**src/rtl/booth_multiplier_r4_pkg.sv**
```systemverilog
// booth_multiplier_r4_pkg: shared state/digit encodings and iteration-count helper
package booth_multiplier_r4_pkg;
  typedef enum logic [1:0] {IDLE, RUN, DONE} state_e;
  typedef enum logic [2:0] {ZERO, PM, P2M, NM, N2M} digit_e;
  function automatic int n_iter(input int width);
    return width / 2 + 1;
  endfunction
endpackage

```
**src/rtl/booth_multiplier_r4_if.sv**
```systemverilog
// booth_multiplier_r4_if: start/busy/done handshake and operand/result bus
interface booth_multiplier_r4_if #(parameter int WIDTH = 32);
  logic                 start;
  logic                 is_signed;
  logic [WIDTH-1:0]     multiplicand;
  logic [WIDTH-1:0]     multiplier;
  logic                 busy;
  logic                 done;
  logic [2*WIDTH-1:0]   product;
  modport master(output start, is_signed, multiplicand, multiplier, input busy, done, product);
  modport slave(input start, is_signed, multiplicand, multiplier, output busy, done, product);
endinterface

```
**src/rtl/booth_multiplier_r4_encoder.sv**
```systemverilog
// booth_multiplier_r4_encoder: maps the {q1,q0,q-1} triplet to a radix-4 Booth digit
module booth_multiplier_r4_encoder
  import booth_multiplier_r4_pkg::*;
(
  input  logic [2:0] trip_i,
  output digit_e     dig_o
);
  // 001/010 -> +M, 011 -> +2M, 100 -> -2M, 101/110 -> -M, 000/111 -> 0
  always_comb begin
    dig_o = (trip_i == 3'b011) ? P2M :
            (trip_i == 3'b100) ? N2M :
            (trip_i == 3'b001 || trip_i == 3'b010) ? PM :
            (trip_i == 3'b101 || trip_i == 3'b110) ? NM : ZERO;
  end
endmodule

```
**src/rtl/booth_multiplier_r4.sv**
```systemverilog
// booth_multiplier_r4: sequential radix-4 Booth multiplier, signed/unsigned, start/busy/done
module booth_multiplier_r4
  import booth_multiplier_r4_pkg::*;
#(
  parameter int WIDTH = 32
) (
  input logic                  clk,
  input logic                  clr,
  booth_multiplier_r4_if.slave bus
);
  localparam int E  = WIDTH + 2;
  localparam int AW = E + 2;
  localparam int N  = n_iter(WIDTH);
  localparam int CW = $clog2(N + 1);

  state_e             state_q, state_d;
  logic [AW-1:0]      a_q, a_d;
  logic [E-1:0]       q_q, q_d;
  logic [E-1:0]       m_q, m_d;
  logic               qm1_q, qm1_d;
  logic [CW-1:0]      cnt_q, cnt_d;
  logic [2*WIDTH-1:0] prod_q, prod_d;
  digit_e             dig;
  logic [AW-1:0]      mext, addend, sum, a_n;
  logic [E-1:0]       q_n, m_ext, q_ext;
  logic               load;

  booth_multiplier_r4_encoder u_enc (
    .trip_i({q_q[1:0], qm1_q}),
    .dig_o (dig)
  );

  // one Booth step: add the selected digit, then shift {A,Q,q-1} right by two
  always_comb begin
    mext   = {{2{m_q[E-1]}}, m_q};
    addend = (dig == PM)  ? mext :
             (dig == P2M) ? (mext << 1) :
             (dig == NM)  ? -mext :
             (dig == N2M) ? -(mext << 1) : '0;
    sum    = a_q + addend;
    a_n    = {{2{sum[AW-1]}}, sum[AW-1:2]};
    q_n    = {sum[1:0], q_q[E-1:2]};
    m_ext  = bus.is_signed ? {{2{bus.multiplicand[WIDTH-1]}}, bus.multiplicand} : {2'b00, bus.multiplicand};
    q_ext  = bus.is_signed ? {{2{bus.multiplier[WIDTH-1]}}, bus.multiplier} : {2'b00, bus.multiplier};
  end

  // control: accept start outside RUN, iterate N times, publish result and pulse done
  always_comb begin
    load    = bus.start && (state_q != RUN);
    state_d = state_q;
    a_d     = a_q;
    q_d     = q_q;
    m_d     = m_q;
    qm1_d   = qm1_q;
    cnt_d   = cnt_q;
    prod_d  = prod_q;
    if (load) begin
      state_d = RUN;
      a_d     = '0;
      q_d     = q_ext;
      m_d     = m_ext;
      qm1_d   = 1'b0;
      cnt_d   = '0;
    end else if (state_q == RUN) begin
      a_d   = a_n;
      q_d   = q_n;
      qm1_d = q_q[1];
      cnt_d = cnt_q + CW'(1);
      if (cnt_q == CW'(N - 1)) begin
        state_d = DONE;
        prod_d  = {a_n[WIDTH-3:0], q_n};
      end
    end else if (state_q == DONE) begin
      state_d = IDLE;
    end
  end

  // state and datapath registers; clr discards any operation in flight
  always_ff @(posedge clk or posedge clr) begin
    if (clr) begin
      state_q <= IDLE;
      a_q     <= '0;
      q_q     <= '0;
      m_q     <= '0;
      qm1_q   <= 1'b0;
      cnt_q   <= '0;
      prod_q  <= '0;
    end else begin
      state_q <= state_d;
      a_q     <= a_d;
      q_q     <= q_d;
      m_q     <= m_d;
      qm1_q   <= qm1_d;
      cnt_q   <= cnt_d;
      prod_q  <= prod_d;
    end
  end

  assign bus.busy    = (state_q == RUN);
  assign bus.done    = (state_q == DONE);
  assign bus.product = prod_q;
endmodule

```
**src/flat_wrapper.sv**
```systemverilog
// flat-port wrapper written by rule: the top's interface ports become plain ports
module booth_multiplier_r4_flat import booth_multiplier_r4_pkg::*;
#(
  parameter int WIDTH = 32
)
  (clk, clr, bus_start, bus_is_signed, bus_multiplicand, bus_multiplier, bus_busy, bus_done, bus_product);
  booth_multiplier_r4_if #(.WIDTH(WIDTH)) bus_i ();
  input logic clk;
  input logic clr;
  input wire logic [$bits(bus_i.start)-1:0] bus_start;
  input wire logic [$bits(bus_i.is_signed)-1:0] bus_is_signed;
  input wire logic [$bits(bus_i.multiplicand)-1:0] bus_multiplicand;
  input wire logic [$bits(bus_i.multiplier)-1:0] bus_multiplier;
  output wire logic [$bits(bus_i.busy)-1:0] bus_busy;
  output wire logic [$bits(bus_i.done)-1:0] bus_done;
  output wire logic [$bits(bus_i.product)-1:0] bus_product;
  assign bus_i.start = bus_start;
  assign bus_i.is_signed = bus_is_signed;
  assign bus_i.multiplicand = bus_multiplicand;
  assign bus_i.multiplier = bus_multiplier;
  assign bus_busy = bus_i.busy;
  assign bus_done = bus_i.done;
  assign bus_product = bus_i.product;
  booth_multiplier_r4 #(.WIDTH(WIDTH)) u_core (.clk(clk), .clr(clr), .bus(bus_i));
endmodule
```
**config.mk**
```make
export PLATFORM = sky130hd
export DESIGN_NAME = booth_multiplier_r4_flat
export DESIGN_NICKNAME = d
export VERILOG_FILES = /design/src/rtl/booth_multiplier_r4_pkg.sv /design/src/rtl/booth_multiplier_r4_if.sv /design/src/rtl/booth_multiplier_r4_encoder.sv /design/src/rtl/booth_multiplier_r4.sv /design/src/flat_wrapper.sv
export SDC_FILE = /design/constraint.sdc
export NUM_CORES = 1
export LEC_CHECK = 0
export ABC_AREA = 1
export CORE_MARGIN = 2
export CORE_UTILIZATION = 61
export CTS_BUF_LIST = sky130_fd_sc_hd__clkbuf_16
export CTS_CLUSTER_SIZE = 28
export DETAILED_ROUTE_END_ITERATION = 8
export HOLD_SLACK_MARGIN = 0.03
export PLACE_DENSITY_LB_ADDON = 0.05
export SYNTH_ARGS = -nofsm -noshare
export SYNTH_HDL_FRONTEND = slang
export SYNTH_SLANG_ARGS = --single-unit
```
**constraint.sdc**
```tcl
create_clock -name clk -period 11 [get_ports clk]
set_input_delay 1.1 -clock clk [delete_from_list [all_inputs] [get_ports clk]]
set_output_delay 1.1 -clock clk [all_outputs]
set_load 0.02 [all_outputs]
```
==> impl_metrics.sql <==
INSERT INTO impl_metrics (metric_group, metric, value, unit) VALUES
('placement', 'placed_area', '12400', 'sq um'),
('timing', 'setup_violations', '0', ''),
('timing', 'period_minus_slack', '4370', 'ps'),
('cts', 'number_of_buffers_on_the_longest_clock_path', '2', ''),
('global_route', 'met1_usage', '48.5', '%'),
('timing', 'grt_setup_unrepaired', 'false', ''),
('cells_and_area', 'post_route_cells_drive_above_1_share', '5.41', '%'),
('route', 'number_of_remaining_drc_errors', '0', ''),
('worst_setup_path', 'ff2ff_path_depth', '15', ''),
('die', 'core', '17400', 'sq um'),
('run', 'cap_viol_max_count', '0', ''),
('yosys', 'synthCells', '1507', ''),
('yosys', 'yosysWarningCount', '0', ''),
('global_route', 'overflow', '0', ''),
('yosys', 'ys_types', '47', ''),
('timing', 'finalSetupTns', '0', 'ps'),
('cells_and_area', 'fillers', '1371', ''),
('cts', 'clk_pin_slew_worst_paths', '80', 'ps'),
('power', 'leakage', '0.00624', 'uW'),
('global_route', 'largest_net_degree_at_the_start_of_global_routing', '102', ''),
('cts', 'ctsRootBufferMaster', 'sky130_fd_sc_hd__clkbuf_16', ''),
('power', 'peakVddDrop', '0.000206', 'V'),
('worst_setup_path', 'max_stage_delay', '750', 'ps'),
('power', 'powerDensity', '365', 'nW/um^2'),
('cts', 'post_cts_resized', '0', ''),
('cts', 'worst_skew_pair.late_latency', '440', 'ps'),
('worst_setup_path', 'crit_chain', 'nor2_1 > inv_1 > nor2_2 > inv_1 > o21ai_0 > a21oi_1 > o22ai_1 > ha_1 > a21oi_1 > o21ai_1 > nor2_1 > o21ai_1 > or2_2 > nand3_1 > nand2_1', ''),
('cts', 'number_of_clock_buffers_inserted_by_tritoncts', '17', ''),
('global_route', 'gr_met2_demand_resource', '57.0', '%'),
('worst_setup_path', 'cp.arrival', '4710', 'ps'),
('global_route', 'wire_length_of_the_first_global_routing_pass', '51900', 'um'),
('cts', 'clock_tree_from_tritoncts', 'yes', ''),
('timing', 'fmaxAchievable', '229', 'MHz'),
('cells_and_area', 'final_common_cell', 'sky130_fd_sc_hd__nand2_1', ''),
('yosys', 'postSynthRegisterBits', '173', ''),
('placement', 'post-place-cells', '1820', ''),
('worst_setup_path', 'cp-end-kind', 'flip-flop', ''),
('cells_and_area', 'utilization', '74.6', '%'),
('yosys', 'synthesized_cell_area', '10900', 'sq um'),
('yosys', 'number_of_enable_type_register_cells_in_the_synthesized_netlist', '0', ''),
('placement', 'post-dp-hpwl', '24600', 'um'),
('timing', 'tightest_slew', '1060', 'ps'),
('cells_and_area', 'finalNonFillerCells', '1852', ''),
('cells_and_area', 'design.final.nets', '1723', ''),
('hold_path', 'worstHoldPathCells', '2', ''),
('run_status', 'outcome', 'finished clean', ''),
('cts', 'post-cts-setup-buffer-count', '0', ''),
('placement', 'gpl.final_weighted_congestion', '0.995', ''),
('timing', 'final.hold.worst_slack', '479', 'ps'),
('global_route', 'gr-max-usage-layer', 'met2', ''),
('timing', 'worst_clock_skew', '13.7', 'ps'),
('worst_setup_path', 'path_buf_inv', '2', ''),
('cts', 'cts_htree_levels', '4', ''),
('worst_setup_path', 'critical_path_class', 'reg2reg', ''),
('route', 'dr.pass1.iters', '6', ''),
('route', 'detail_route.wl_per_cell', '17.9', 'um'),
('worst_setup_path', 'crit_required', '11330', 'ps'),
('die', 'rows', '48', ''),
('timing', 'worst_slew_margin_rel', '28.8', '%'),
('cells_and_area', 'final_cell_mix', '435 x sky130_fd_sc_hd__nand2_1, 173 x sky130_fd_sc_hd__dfrtp_1, 171 x sky130_fd_sc_hd__inv_1, 133 x sky130_fd_sc_hd__clkdlybuf4s50_1, 122 x sky130_fd_sc_hd__nor2_1', ''),
('worst_setup_path', 'r2r_start', 'u_core.q_q[0]', ''),
('route', 'drt-vias-per-instance', '5.90', ''),
('hold_path', 'worst_hold_path_type', 'reg2reg', ''),
('cts', 'clock_sinks', '173', ''),
('global_route', 'met3_routing_resource_usage_after_global_routing', '5.59', '%'),
('placement', 'quantity_of_i_o_buffers_inserted_on_ports', '133', ''),
('die', 'die_h', '138', 'um'),
('die', 'die-area', '19000', 'sq um'),
('worst_setup_path', 'critical_path_cell_count', '15', ''),
('worst_setup_path', 'register_to_register_setup_slack', '6630', 'ps'),
('worst_setup_path', 'critical_path.top_delay_family', 'simple AND/OR/NAND/NOR gates', '');
metrics by stage:
stage / power (uW) / setup slack [ps]
3_5_place_dp: 4010 / 6880
4_1_cts: 4660 / 6830
5_1_grt: 5070 / 6330
6_report: 4740 / 6630
3_3_place_gp: 3940 / 6890
2_1_floorplan: 3130 / 5210
cells in the mapped netlist (10+ instances only):
| cell | number | area, sq um |
|---|---|---|
| sky130_fd_sc_hd__nand3_1 | 118 | 591 |
| sky130_fd_sc_hd__nor2_1 | 122 | 458 |
| sky130_fd_sc_hd__nand2_1 | 435 | 1630 |
| sky130_fd_sc_hd__nor2_2 | 10 | 62.6 |
| sky130_fd_sc_hd__o221ai_1 | 40 | 350 |
| sky130_fd_sc_hd__nand4_1 | 20 | 125 |
| sky130_fd_sc_hd__o21ai_0 | 114 | 571 |
| sky130_fd_sc_hd__ha_1 | 40 | 500 |
| sky130_fd_sc_hd__nor3_1 | 15 | 75.1 |
| sky130_fd_sc_hd__a21oi_1 | 45 | 225 |
| sky130_fd_sc_hd__o21ai_1 | 17 | 85.1 |
| sky130_fd_sc_hd__o21bai_1 | 12 | 90.1 |
| sky130_fd_sc_hd__xor2_1 | 23 | 201 |
| sky130_fd_sc_hd__clkbuf_1 | 38 | 143 |
| sky130_fd_sc_hd__dfrtp_1 | 173 | 4330 |
| sky130_fd_sc_hd__o22ai_1 | 23 | 144 |
| sky130_fd_sc_hd__inv_1 | 172 | 646 |
worst min-delay path, delay by kind of cell, from the launching register on:
family / cells / cell delay, ps
and+or+nand+nor: 2 / 100
DFF: 1 / 350
cell type report:
class	count	area share, %
Timing Repair Buffer	139	10.6
Clock buffer	17	3.27
Clock inverter	15	1.35
Tap cell	225	2.17
Inverter	180	5.24
Sequential cell	173	33.3
Multi-Input combinational cell	1103	44.1
worst max path at each step:
stage,from,endpoint,slack [ps]
2_1_floorplan,clr,u_core.a_q[0],5210
5_1_grt,u_core.q_q[0],u_core.bus.product[49],6330
6_report,u_core.q_q[0],u_core.bus.product[46],6630
4_1_cts,u_core.q_q[0],u_core.bus.product[46],6830
3_3_place_gp,u_core.q_q[0],u_core.bus.product[46],6890
3_5_place_dp,u_core.q_q[0],u_core.bus.product[53],6880
registers in the layout (all words and copies together), names as in the netlist:
register,cells
u_core.bus.product,64
u_core.a_q,34
u_core.q_q,34
u_core.m_q,33
u_core.cnt_q,5
u_core.state_q,2
u_core.qm1_q,1
kinds of logic (layout without fill, tap and decap cells):
family / after synthesis / in the layout / share of synthesized area (%)
buf+inv: 231 / 351 / 8.11
flops: 173 / 173 / 39.6
xor+xnor: 29 / 29 / 2.32
simple gates: 762 / 762 / 30.3
fa+ha+maj: 41 / 41 / 4.76
compound gates: 271 / 271 / 14.9
power by group:
group	internal [uW]	switching [uW]	total, uW
Clock	325	294	619
Combinational	998	2000	3000
Sequential	900	218	1120
layer usage:
metal  vias up  wire, um
met5         -         0
met4         0      1080
met3        98      2600
met2       532     15500
met1      5116     14000
li1       5188         -
Note: power is estimated with default switching activity, not from simulation.
==> variant 1: new RTL, same settings <==
The 3 states of `state_e` get a one-hot encoding in 3 bits.
--- a/src/rtl/booth_multiplier_r4_pkg.sv
+++ b/src/rtl/booth_multiplier_r4_pkg.sv
@@ -2,3 +2,3 @@
 package booth_multiplier_r4_pkg;
-  typedef enum logic [1:0] {IDLE, RUN, DONE} state_e;
+  typedef enum logic [2:0] {IDLE = 3'b001, RUN = 3'b010, DONE = 3'b100} state_e;
   typedef enum logic [2:0] {ZERO, PM, P2M, NM, N2M} digit_e;
Check against the original RTL: same outputs for any inputs over 10 cycles, from zero or initial values; not proved beyond that.
==> variant 1 against the unedited design <==
Area after synthesis decreased by 1.9%. Power increased by 1.4%. Critical endpoint is now u_core.bus.product[52]. Wire length decreased by 0.27%. Maximum frequency grew 6.0%. Global-route usage rose by 0.62 points. Final area decreased by 1.8%. Cell count decreased by 0.76%. Sequential cell count increased by 1. Setup slack better by 0.25 ns. Combinational power increased by 2%.
==> variant 1: results (changes against the unedited design) <==
result of the run: finished clean
Synth area leaders: dfrtp_1, nand2_1, nand3_1
pre-CTS WS: 7.02 ns (+0.140 ns)
synthesized instance count: 1,493 (-0.93%)
WL/cell: 18.0 microns (+0.49%)
largest net degree at the start of global routing: 111 (+8.8%)
dpl hpwl: 24,000 microns (-2.3%)
Post-CTS Setup Bufs: 0 (unchanged)
Crit Reg-Reg Endpoint: u_core.bus.product[52]
P_comb: 3060 uW (+2%)
vias post-DR: 11,000 (+0.29%)
Worst VDD drop: 446 uV (+120%)
ys async rst share: 100% (unchanged)
slew margin rel.: 26.7% (-2.2 points)
Leak: 0.00606 uW (-2.9%)
worst min path class: reg2reg
Hold WS: 0.488 ns (+0.00941 ns)
Syn Nets: 1,600 (-0.99%)
worst setup path class: reg2reg
all-layer global routing usage: 36.0% (+0.62 points)
layout cells sized above 1: 3.72% (-1.7 points)
FMAX: 242 MHz (+6.0%)
final instance area: 12,800 sq um (-1.8%)
prevailing post-synth register cell: dfrtp_1
PortBufs: 133 (unchanged)
Placed Cells: 1,806 (-0.77%)
CP max stage delay: 0.68 ns (-0.07 ns)
worst hold start: u_core.bus.product[44]
critical path's slowest cell: inv_1
Synth Area in Compound Gates: 15.8% (+0.90 points)
Top pwr grp: combinational cells
Clock Skew: 0.0162 ns (+0.00248 ns)
Netlist cell types: 42 (-11%)
number of global-route vias before repair: 9,993 (-1.7%)
first-pass GRT wire length: 52,000 microns (about the same)
Area after DPL: 12,200 sq um (-1.6%)
Antenna Cells: 0 (unchanged)
sw frac: 53.3% (+0.22 points)
sequential share of the synthesized area: 40.6% (+1.0 points)
Crit Reg-Reg Startpoint: u_core.q_q[0]
initial antenna violation count: 0 (unchanged)
crit-path leading delay family: compound AO/OA/AOI/OAI gates
nets: 1,707 (-0.93%)
most frequent cells after synthesis: nand2_1, dfrtp_1, inv_1, nand3_1, o21ai_1
XOR/XNOR share of the synthesized area: 2.61% (+0.29 points)
crit path max fanout: 24 (unchanged)
GPL Wtd Cong: 1.03 (+3.4%)
Worst R2R Path Depth: 14 (-1)
post-synthesis adder-cell area fraction: 4.61% (-0.14 points)
R2R Setup Slk: 6.88 ns (+0.25 ns)
Post-CTS Resized: 0 (unchanged)
total power: 4810 uW (+1.4%)
Worst-path clk slew: 0.07 ns
Filler cells: 1,334 (-2.7%)
Initial DRC Count: 1,231 (+13%)
worst hold endpoint: u_core.bus.product[44]
final wirelength: 33,100 microns (-0.27%)
[variant 1: cell types whose count changed in the layout (fill, tap and decap cells not counted), moves of 9 or more]
| cell | before | now |
|---|---|---|
| nand3_2 | 9 | 0 |
| nand3_1 | 118 | 132 |
| o22ai_1 | 23 | 8 |
| o21ai_1 | 17 | 131 |
| o21ai_0 | 114 | 52 |
| nand2_1 | 435 | 412 |
[variant 1: metal layers]
metal / vias up / wire [microns] / GRT usage [%]
met5: - / 0 / 0
met4: 0 / 861 / 11.1
met3: 84 / 2840 / 6.00
met2: 595 / 15300 / 57.7
met1: 5125 / 14100 / 50.2
li1: 5162 / - / -
[variant 1: area by class of cell]
cell class | count | area share [%]
Clock inverter | 15 | 1.17
Inverter | 177 | 5.25
Tap cell | 225 | 2.21
Timing Repair Buffer | 140 | 10.8
Clock buffer | 17 | 3.33
Sequential cell | 174 | 34.1
Multi-Input combinational cell | 1090 | 43.1
==> variant 2: new RTL, config.mk and constraints unchanged <==
Made on the original files. `WIDTH` is set to 32 in 3 places; all go to 16.
--- a/src/rtl/booth_multiplier_r4_if.sv
+++ b/src/rtl/booth_multiplier_r4_if.sv
@@ -1,3 +1,3 @@
 // booth_multiplier_r4_if: start/busy/done handshake and operand/result bus
-interface booth_multiplier_r4_if #(parameter int WIDTH = 32);
+interface booth_multiplier_r4_if #(parameter int WIDTH = 16);
   logic                 start;
--- a/src/rtl/booth_multiplier_r4.sv
+++ b/src/rtl/booth_multiplier_r4.sv
@@ -4,3 +4,3 @@
 #(
-  parameter int WIDTH = 32
+  parameter int WIDTH = 16
 ) (
--- a/src/flat_wrapper.sv
+++ b/src/flat_wrapper.sv
@@ -3,3 +3,3 @@
 #(
-  parameter int WIDTH = 32
+  parameter int WIDTH = 16
 )
Ports: changed (resized bus_multiplicand, bus_multiplier and bus_product); port bits go from 134 to 70. No check against the original RTL was run, so the function may have changed too.
==> variant 2 against the unedited design <==
Register-to-register slack better by 1.1 ns. Wire length down 56%. Sequential cell count down 81. Die area down 47%. Utilization down 1.4 points. Clock power down 51%. Largest power group unchanged. Final area down 49%. Setup slack better by 0.72 ns. Critical path depth down 12. Area after synthesis down 48%. Maximum frequency up 20%. Power down 48%. Clock skew down 0.0040 ns. Synthesized cell count down 50%.
==> variant 2: results (changes against the unedited design) <==
Post-CTS Setup Bufs: 0 (unchanged)
Syn Nets: 818 (-49%)
max FFs per register: 32 (-50%)
PortBufs: 69 (-48%)
root buf cell: clkbuf_16
worst-margin pin slew: 1.19 ns (+0.132 ns)
Post-Syn Area: 5640 sq um (-48%)
Synth warnings: 0 (unchanged)
Detailed Routing Iterations Pass 1: 5 (-1)
most frequent cells after synthesis: nand2_1, dfrtp_1, inv_1, nand3_1, o21ai_0
clock latency at the later pin of the worst-skew pair: 0.34 ns (-0.10 ns)
CTS buffer count: 9 (-8)
mux cell area share after synthesis: 0% (unchanged)
Worst VDD drop: 186 uV (-9.7%)
initial antenna violation count: 0 (unchanged)
Die Width: 100 microns (-27%)
ys async rst share: 100% (unchanged)
Synth area leaders: dfrtp_1, nand2_1, nand3_1
Synth Area in Compound Gates: 13.3% (-1.6 points)
XOR/XNOR share of the synthesized area: 2.46% (+0.14 points)
worst min path class: reg2reg
Arrival @ worst endpoint: 2.55 ns (-2.16 ns)
dpl hpwl: 10,500 microns (-57%)
Worst-path clk slew: 0.07 ns
Antenna Cells: 0 (unchanged)
post-synth top area share: 40.9% (+1.3 points)
nets: 878 (-49%)
htree depth: 3 (-1)
GPL Wtd Cong: 0.972 (-2.3%)
post-synthesis adder-cell area fraction: 5.68% (+0.93 points)
prevailing post-synth register cell: dfrtp_1
Initial DRC Count: 296 (-73%)
clk buf depth: 2 (unchanged)
Post-CTS Resized: 0 (unchanged)
layout cells sized above 1: 5.60% (+0.19 points)
Netlist cell types: 41 (-13%)
WL/cell: 15.6 microns (-13%)
vias per cell: 5.73 (-3.0%)
largest net degree at the start of global routing: 58 (-43%)
number of global-route vias before repair: 5,177 (-49%)
first-pass GRT wire length: 24,700 microns (-53%)
sequential share of the synthesized area: 40.9% (+1.3 points)
Area after DPL: 6380 sq um (-48%)
Leak: 0.00322 uW (-48%)
Clock Skew: 0.00976 ns (-0.00396 ns)
crit path max fanout: 25 (+4.2%)
result of the run: finished clean
all-layer global routing usage: 30.8% (-4.5 points)
-- variant 2: final timing paths --
| kind | start | endpoint | slack (ns) | cells past startpoint |
|---|---|---|---|---|
| worst max-delay path | u_core.state_q[1] | bus_busy | 7.35 | 3 |
| worst min-delay path | u_core.bus.product[27] | u_core.bus.product[27] | 0.48 | 2 |
| worst max register to register | u_core.m_q[0] | u_core.a_q[13] | 7.76 | 19 |
| worst min register to register | u_core.bus.product[27] | u_core.bus.product[27] | 0.48 | 2 |
| max in group asynchronous | clr | u_core.bus.product[0] | 8.73 | 3 |
| min in group asynchronous | clr | u_core.bus.product[10] | 1.13 | 2 |
-- variant 2: through the flow --
stage | setup WS [ns] | instances | hold slack (ns) | power, uW
5_1_grt | 7.25 | 933 | 0.505 | 2700
2_1_floorplan | 7.51 | 757 | 0.456 | 1730
3_3_place_gp | 7.80 | 917 | 0.455 | 2100
4_1_cts | 7.40 | 933 | 0.485 | 2460
6_report | 7.35 | 933 | 0.482 | 2470
3_5_place_dp | 7.77 | 917 | 0.466 | 2140
-- variant 2: area by class of cell --
type                            instances  area, sq um
Multi-Input combinational cell        564         2930
Sequential cell                        92         2300
Inverter                               77          290
Fill cell                             727         2440
Clock buffer                            9          225
Timing Repair Buffer                   73          721
Tap cell                              111          139
Clock inverter                          7         61.3
-- variant 2: report_power, final --
part	internal (uW)	switching, uW	leakage [uW]
sequential	493	127	0.00118
combinational	564	990	0.00190
clock	158	144	0.000145
-- variant 2: kinds of logic after synthesis --
| family | Yosys count |
|---|---|
| AOI/OAI and AO/OA | 130 |
| xor gates and xnor gates | 15 |
| adders and majority gates | 25 |
| buffers and inverters | 101 |
| DFF | 92 |
| and+or+nand+nor | 394 |
-- variant 2: critical path: stages, from the launching register on --
cell             delay (ns)
dfrtp_1                0.38
inv_1                  0.08
ha_1                   0.95
clkdlybuf4s50_1        0.79
-- variant 2: metal layers --
| metal | global-route usage, % | vias to the layer above | share of wire (%) |
|---|---|---|---|
| met2 | 50.9 | 198 | 48 |
| met1 | 42.8 | 2508 | 45 |
| met4 | 9.17 | 0 | 1.4 |
| met3 | 4.18 | 18 | 5.9 |
| met5 | 0 | - | 0 |
| li1 | - | 2621 | - |
